[config.mk]
export PLATFORM = sky130hd
export DESIGN_NAME = hwag_cfg_sequencer_flat
export DESIGN_NICKNAME = d
export VERILOG_FILES = /design/src/rtl/hwag_cfg_sequencer_if.sv /design/src/rtl/hwag_cfg_sequencer.sv /design/src/flat_wrapper.sv
export SDC_FILE = /design/constraint.sdc
export NUM_CORES = 1
export LEC_CHECK = 0
export ABC_AREA = 1
export CAP_MARGIN = 30
export CORE_ASPECT_RATIO = 1.1
export CORE_MARGIN = 2
export CORE_UTILIZATION = 35
export CTS_BUF_LIST = sky130_fd_sc_hd__clkbuf_4
export DETAILED_ROUTE_END_ITERATION = 8
export GPL_TIMING_DRIVEN = 0
export PLACE_DENSITY = 0.68
export SLEW_MARGIN = 25
export SYNTH_ARGS = -nofsm -noshare
export SYNTH_HDL_FRONTEND = slang
export SYNTH_SLANG_ARGS = --single-unit
[constraint.sdc]
create_clock -name clk -period 1.6 [get_ports clk]
set_input_delay 0.32 -clock clk [delete_from_list [all_inputs] [get_ports clk]]
set_output_delay 0.32 -clock clk [all_outputs]
set_load 0.05 [all_outputs]
[src/rtl/hwag_cfg_sequencer_if.sv]
// Register bus between the hwag config sequencer (master) and the register file (slave).
`timescale 1ns/1ps
interface hwag_cfg_sequencer_if #(
  parameter int AW = 8,
  parameter int DW = 16
) ();
  logic [AW-1:0] reg_addr;
  logic [DW-1:0] reg_wdata;
  logic          reg_we;
  logic          reg_re;
  logic [DW-1:0] reg_rdata;

  modport master (output reg_addr, reg_wdata, reg_we, reg_re, input reg_rdata);
  modport slave  (input reg_addr, reg_wdata, reg_we, reg_re, output reg_rdata);
endinterface

[src/rtl/hwag_cfg_sequencer.sv]
// hwag configuration bus owner: replays the boot table after reset, then serves single host accesses.
// Optional HWAG_CFG_VERIFY_EN: read back every boot write and flag mismatches on boot_err.
`timescale 1ns/1ps
module hwag_cfg_sequencer #(
  parameter int AW       = 8,
  parameter int DW       = 16,
  parameter int BOOT_LEN = 12,
  parameter int IDX_W    = 4,
  parameter int RD_LAT   = 1
) (
  input  logic             clk,
  input  logic             rst,
  output logic [IDX_W-1:0] tbl_idx,
  input  logic [AW-1:0]    tbl_addr,
  input  logic [DW-1:0]    tbl_data,
  input  logic             boot_start,
  output logic             boot_busy,
  output logic             boot_done,
  output logic             boot_err,
  input  logic             host_req,
  input  logic             host_we,
  input  logic [AW-1:0]    host_addr,
  input  logic [DW-1:0]    host_wdata,
  output logic             host_ack,
  output logic [DW-1:0]    host_rdata,
  hwag_cfg_sequencer_if.master bus
);

  localparam int                CNT_W    = $clog2(RD_LAT + 2);
  localparam logic [IDX_W-1:0]  LAST_IDX = IDX_W'(BOOT_LEN - 1);
  localparam logic [CNT_W-1:0]  LAT_LAST = CNT_W'(RD_LAT);

  typedef enum logic [2:0] {
    ST_BOOT,
    ST_IDLE,
    ST_HWR,
`ifdef HWAG_CFG_VERIFY_EN
    ST_VRD_WAIT,
`endif
    ST_HRD_WAIT
  } state_t;

  state_t            state_reg;
  logic [IDX_W-1:0]  tbl_idx_reg;
  logic [AW-1:0]     reg_addr_reg;
  logic [DW-1:0]     reg_wdata_reg;
  logic              reg_we_reg;
  logic              reg_re_reg;
  logic              host_ack_reg;
  logic [DW-1:0]     host_rdata_reg;
  logic              boot_done_reg;
  logic              start_pend_reg;
  logic [CNT_W-1:0]  lat_cnt_reg;
`ifdef HWAG_CFG_VERIFY_EN
  localparam logic [CNT_W-1:0] LAT_CMP = CNT_W'(RD_LAT + 1);
  logic              boot_err_reg;
  logic              vrd_last_reg;
`endif

  always_ff @(posedge clk or negedge rst) begin
    if (!rst) begin
      state_reg      <= ST_BOOT;
      tbl_idx_reg    <= '0;
      reg_addr_reg   <= '0;
      reg_wdata_reg  <= '0;
      reg_we_reg     <= 1'b0;
      reg_re_reg     <= 1'b0;
      host_ack_reg   <= 1'b0;
      host_rdata_reg <= '0;
      boot_done_reg  <= 1'b0;
      start_pend_reg <= 1'b0;
      lat_cnt_reg    <= '0;
`ifdef HWAG_CFG_VERIFY_EN
      boot_err_reg   <= 1'b0;
      vrd_last_reg   <= 1'b0;
`endif
    end else begin
      case (state_reg)
        ST_BOOT: begin
          reg_re_reg <= 1'b0;
          if (boot_start) begin
            // restart from entry 0 on the following cycle
            tbl_idx_reg    <= '0;
            reg_we_reg     <= 1'b0;
            start_pend_reg <= 1'b0;
`ifdef HWAG_CFG_VERIFY_EN
            boot_err_reg   <= 1'b0;
`endif
          end else begin
            reg_addr_reg  <= tbl_addr;
            reg_wdata_reg <= tbl_data;
            reg_we_reg    <= 1'b1;
`ifdef HWAG_CFG_VERIFY_EN
            lat_cnt_reg   <= '0;
            state_reg     <= ST_VRD_WAIT;
`else
            if (tbl_idx_reg == LAST_IDX) begin
              boot_done_reg <= 1'b1;
              tbl_idx_reg   <= '0;
              state_reg     <= ST_IDLE;
            end else begin
              tbl_idx_reg <= tbl_idx_reg + 1'b1;
            end
`endif
          end
        end

        ST_IDLE: begin
          reg_we_reg <= 1'b0;
          reg_re_reg <= 1'b0;
          if (start_pend_reg || boot_start) begin
            start_pend_reg <= 1'b0;
            boot_done_reg  <= 1'b0;
            tbl_idx_reg    <= '0;
            state_reg      <= ST_BOOT;
`ifdef HWAG_CFG_VERIFY_EN
            boot_err_reg   <= 1'b0;
`endif
          end else if (host_req) begin
            reg_addr_reg <= host_addr;
            if (host_we) begin
              reg_wdata_reg <= host_wdata;
              reg_we_reg    <= 1'b1;
              host_ack_reg  <= 1'b1;
              state_reg     <= ST_HWR;
            end else begin
              reg_re_reg  <= 1'b1;
              lat_cnt_reg <= '0;
              state_reg   <= ST_HRD_WAIT;
            end
          end
        end

        // one turnaround cycle so the host can drop or renew its request
        ST_HWR: begin
          reg_we_reg   <= 1'b0;
          host_ack_reg <= 1'b0;
          state_reg    <= ST_IDLE;
          if (boot_start) start_pend_reg <= 1'b1;
        end

        ST_HRD_WAIT: begin
          reg_re_reg <= 1'b0;
          if (boot_start) start_pend_reg <= 1'b1;
          if (lat_cnt_reg == LAT_LAST) begin
            host_rdata_reg <= bus.reg_rdata;
            host_ack_reg   <= 1'b1;
            state_reg      <= ST_HWR;
          end else begin
            lat_cnt_reg <= lat_cnt_reg + CNT_W'(1);
          end
        end

`ifdef HWAG_CFG_VERIFY_EN
        // reg_wdata still holds this entry's table value while it is read back,
        // which lets the next entry's write overlap the compare cycle
        ST_VRD_WAIT: begin
          if (boot_start) begin
            tbl_idx_reg    <= '0;
            reg_we_reg     <= 1'b0;
            reg_re_reg     <= 1'b0;
            start_pend_reg <= 1'b0;
            boot_err_reg   <= 1'b0;
            state_reg      <= ST_BOOT;
          end else if (lat_cnt_reg == '0) begin
            reg_we_reg   <= 1'b0;
            reg_re_reg   <= 1'b1;
            vrd_last_reg <= (tbl_idx_reg == LAST_IDX);
            if (tbl_idx_reg != LAST_IDX) tbl_idx_reg <= tbl_idx_reg + 1'b1;
            lat_cnt_reg  <= CNT_W'(1);
          end else if (lat_cnt_reg != LAT_CMP) begin
            reg_re_reg  <= 1'b0;
            lat_cnt_reg <= lat_cnt_reg + CNT_W'(1);
          end else begin
            reg_re_reg <= 1'b0;
            if (bus.reg_rdata != reg_wdata_reg) boot_err_reg <= 1'b1;
            if (vrd_last_reg) begin
              boot_done_reg <= 1'b1;
              tbl_idx_reg   <= '0;
              reg_we_reg    <= 1'b0;
              state_reg     <= ST_IDLE;
            end else begin
              reg_addr_reg  <= tbl_addr;
              reg_wdata_reg <= tbl_data;
              reg_we_reg    <= 1'b1;
              lat_cnt_reg   <= '0;
            end
          end
        end
`endif

        default: state_reg <= ST_BOOT;
      endcase
    end
  end

  assign tbl_idx       = tbl_idx_reg;
  assign boot_done     = boot_done_reg;
  assign host_ack      = host_ack_reg;
  assign host_rdata    = host_rdata_reg;
  assign bus.reg_addr  = reg_addr_reg;
  assign bus.reg_wdata = reg_wdata_reg;
  assign bus.reg_we    = reg_we_reg;
  assign bus.reg_re    = reg_re_reg;

`ifdef HWAG_CFG_VERIFY_EN
  assign boot_busy = (state_reg == ST_BOOT) || (state_reg == ST_VRD_WAIT);
  assign boot_err  = boot_err_reg;
`else
  assign boot_busy = (state_reg == ST_BOOT);
  assign boot_err  = 1'b0;
`endif

endmodule

[src/flat_wrapper.sv]
// flat-port wrapper written by rule: the top's interface ports become plain ports
module hwag_cfg_sequencer_flat 
#(
  parameter int AW       = 8,
  parameter int DW       = 16,
  parameter int BOOT_LEN = 12,
  parameter int IDX_W    = 4,
  parameter int RD_LAT   = 1
)
  (clk, rst, tbl_idx, tbl_addr, tbl_data, boot_start, boot_busy, boot_done, boot_err, host_req, host_we, host_addr, host_wdata, host_ack, host_rdata, bus_reg_addr, bus_reg_wdata, bus_reg_we, bus_reg_re, bus_reg_rdata);
  hwag_cfg_sequencer_if #(.AW(AW), .DW(DW)) bus_i ();
  input  logic clk;
  input  logic rst;
  output logic [IDX_W-1:0] tbl_idx;
  input  logic [AW-1:0] tbl_addr;
  input  logic [DW-1:0] tbl_data;
  input  logic boot_start;
  output logic boot_busy;
  output logic boot_done;
  output logic boot_err;
  input  logic host_req;
  input  logic host_we;
  input  logic [AW-1:0] host_addr;
  input  logic [DW-1:0] host_wdata;
  output logic host_ack;
  output logic [DW-1:0] host_rdata;
  output wire logic [$bits(bus_i.reg_addr)-1:0] bus_reg_addr;
  output wire logic [$bits(bus_i.reg_wdata)-1:0] bus_reg_wdata;
  output wire logic [$bits(bus_i.reg_we)-1:0] bus_reg_we;
  output wire logic [$bits(bus_i.reg_re)-1:0] bus_reg_re;
  input wire logic [$bits(bus_i.reg_rdata)-1:0] bus_reg_rdata;
  assign bus_reg_addr = bus_i.reg_addr;
  assign bus_reg_wdata = bus_i.reg_wdata;
  assign bus_reg_we = bus_i.reg_we;
  assign bus_reg_re = bus_i.reg_re;
  assign bus_i.reg_rdata = bus_reg_rdata;
  hwag_cfg_sequencer #(.AW(AW), .DW(DW), .BOOT_LEN(BOOT_LEN), .IDX_W(IDX_W), .RD_LAT(RD_LAT)) u_core (.clk(clk), .rst(rst), .tbl_idx(tbl_idx), .tbl_addr(tbl_addr), .tbl_data(tbl_data), .boot_start(boot_start), .boot_busy(boot_busy), .boot_done(boot_done), .boot_err(boot_err), .host_req(host_req), .host_we(host_we), .host_addr(host_addr), .host_wdata(host_wdata), .host_ack(host_ack), .host_rdata(host_rdata), .bus(bus_i));
endmodule
==> results.json <==
{
  "outcome": "finished with violations",
  "violations": "setup timing",
  "ys_seq_elements": 53,
  "syn_inst": 343,
  "path_delay_family": "flip-flops",
  "cp.depth": 3,
  "place_hpwl_um": 5280,
  "holdCritPathClass": "in -> async",
  "cts_sinks": 53,
  "worstPathMaxFanout": 7,
  "fin_skew_ns": 0.0124,
  "cts_buffers": 5,
  "die-area_um2": 8530,
  "max_freq_ghz": 0.615,
  "yosys_warnings": 0,
  "coreArea_um2": 7510,
  "firstDrtPassIters": 4,
  "yosysSeqAreaShare_pct": 48.6,
  "cp-start-kind": "flip-flop",
  "ir_drop_mv": 1.03,
  "overflow": 0,
  "cts.path.max_buffers": 2,
  "synth_top_cells_by_area": "dfrtp_1 (49%), nand2_1 (24%), mux2_2 (6.6%)",
  "min_period_ns": 1.63,
  "p_per_area_nw_per_um2": 2090,
  "worstPathCellList": "inv_4 -> ha_4 -> buf_8",
  "dpl_worst_slack_ns": -0.378,
  "post-route-drc-count": 0,
  "track_usage_pct": 17.5,
  "grt_pass1_vias": 2674,
  "rrSetupSlack_ns": 0.02,
  "synth_cell_types": 23,
  "finalHoldViolCount": 0,
  "syn_area_per_cell_um2": 7.96,
  "critPathBufInv": 2,
  "rsz0062_at_grt": "yes",
  "maxCapViolations": 0,
  "cts.htree.levels": 2,
  "place_inst": 566,
  "critPathMaxStageDelay_ns": 0.50,
  "drive_above_1_share_pct": 28.3,
  "crit_end": "boot_busy",
  "leakage_nw": 2.22,
  "num_rows": 33,
  "period_share_pct": 102,
  "synth_top_area_share_pct": 48.6,
  "via_per_inst": 4.56,
  "slew_violations": 0,
  "yosysTopAreaCell": "dfrtp_1",
  "fin_cells": 597,
  "initialDrtViolationCount": 100,
  "crit_arrival_ns": 1.31,
  "clock_latency_ns": 0.37,
  "synth_edf_count": 0,
  "netlist_area_um2": 2730,
  "cp-end-kind": "output port",
  "hold_ws_ns": 0.357,
  "nets": 570,
  "syn_nets": 422,
  "finalSetupViolCount": 1,
  "ant_nets": 0,
  "setup_slack_ns": -0.0266,
  "die_w_um": 88.2,
  "worstReg2RegStart": "u_core.state_reg[0]$_DFFE_PN0P_",
  "grt_max_degree": 35,
  "reg2reg_to": "u_core.boot_done$_DFFE_PN0P_",
  "drt-wirelength-per-cell_um": 12.6,
  "cp-startpoint": "u_core.state_reg[0]$_DFFE_PN0P_",
  "routed_wirelength_um": 7520,
  "start_util_pct": 36.3,
  "syn_to_final_growth_pct": 59.2,
  "crit_type": "reg -> out",
  "die_y_um": 96.7,
  "io_buffers": 117,
  "cts_root_buf": "clkbuf_4",
  "cts_tree": "built",
  "n_antenna_cell": 0,
  "required_ns": 1.28,
  "dr_total_vias": 2722,
  "synth_top_flop_cell": "dfrtp_1",
  "grt_first_pass_wirelength_um": 12100,
  "path_clk_slew_ns": 0.14,
  "critPathSlowestCell": "dfrtp_2",
  "reg2reg_depth": 8,
  "gp_congestion": 0.901,
  "pin_count": 119,
  "antenna_found_initial": 0,
  "synth-async-reset-ratio_pct": 100
}
[placed cells by master, fill, tap and decap left out, types with 3 or more instances in the layout]
cell,synthesis,routed
a21oi_1,6,3
buf_4,2,20
buf_6,1,7
buf_8,0,3
clkbuf_2,0,31
clkbuf_4,0,7
clkdlybuf4s15_2,0,16
clkdlybuf4s50_1,0,67
dfrtp_1,53,51
ha_1,10,8
inv_1,15,10
inv_2,2,3
inv_4,0,3
mux2_2,16,16
nand2_1,174,165
nand2_2,1,7
nand2_4,1,3
nand3_1,24,24
nor2_1,19,16
o21ai_0,5,3
[stage by stage]
stage               area (um^2)  total power [mW]  TNS, ns  utilization (%)
global route               4350              9.75   -0.838             57.9
global placement           4050              7.88   -86.92             53.8
detailed placement         4060              7.97   -10.13             54.1
finish                     4350              9.10  -0.0266             57.9
floorplan                  2740              6.12        0                -
CTS                        4250              8.64  -0.0217             56.5
[final cells by class]
class / instances / area, um^2
buffer: 10 / 98.8
clock buffer: 5 / 37.5
clock inverter: 3 / 17.5
fill: 729 / 3170
inverter: 18 / 83.8
multi-input combinational: 262 / 1390
sequential: 53 / 1330
tap: 105 / 131
timing repair buffer: 141 / 1270
[per-layer routing]
layer,share of wire (%),global-route usage [%]
met1,42,21.2
met3,5.1,3.24
met2,51,31.3
met5,0,0
met4,1.3,4.78
[how the worst min path moves through the flow]
stage	cells past startpoint	startpoint	slack (ns)	to
after global routing	2	rst	0.37	u_core.tbl_idx[3]$_DFFE_PN0P_
after CTS	2	rst	0.35	u_core.tbl_idx[3]$_DFFE_PN0P_
after global placement	2	u_core.bus.reg_wdata[15]$_DFFE_PN0P_	0.45	u_core.bus.reg_wdata[15]$_DFFE_PN0P_
after detailed placement	1	rst	0.23	u_core.tbl_idx[3]$_DFFE_PN0P_
after floorplan	0	rst	0.02	u_core.boot_done$_DFFE_PN0P_
final	2	rst	0.36	u_core.tbl_idx[3]$_DFFE_PN0P_
[cell usage after synthesis, drive strengths merged, types with 2 or more instances]
cell type / number
clkbuf: 2
inv: 17
mux2: 16
dfrtp: 53
o21ai: 6
a21oi: 6
ha: 10
nor2: 20
buf: 8
nand2: 176
nand3: 24
[power breakdown]
part	internal (mW)	total (mW)	switching, mW
clock network	0.167	0.591	0.424
registers	1.92	2.26	0.343
logic	2.15	6.25	4.10
total	4.23	9.10	4.87
[cells by family (layout without fill, tap and decap cells)]
family                   count (synthesis)  in the layout  synth area share, %
AO/OA/AOI/OAI                           12             12                 2.61
multiplexers                            16             16                 6.60
adder cells (fa/ha/maj)                 10             10                 4.58
other                                    1              1                0.137
buffers and inverters                   28            177                 4.63
AND/OR/NAND/NOR                        221            221                 32.2
flip-flops                              53             53                 48.6
XOR/XNOR                                 2              2                0.641
[timing repair]
item                                    CTS  global route
cloned                                    0             1
setup buffers                             6            15
gates resized for setup                 143            70
pin swaps                                 1             6
hold buffers                              1             0
endpoints found under the setup margin   93            74
hold endpoints to repair                 19             0
Power figures use the tool's default switching activity.
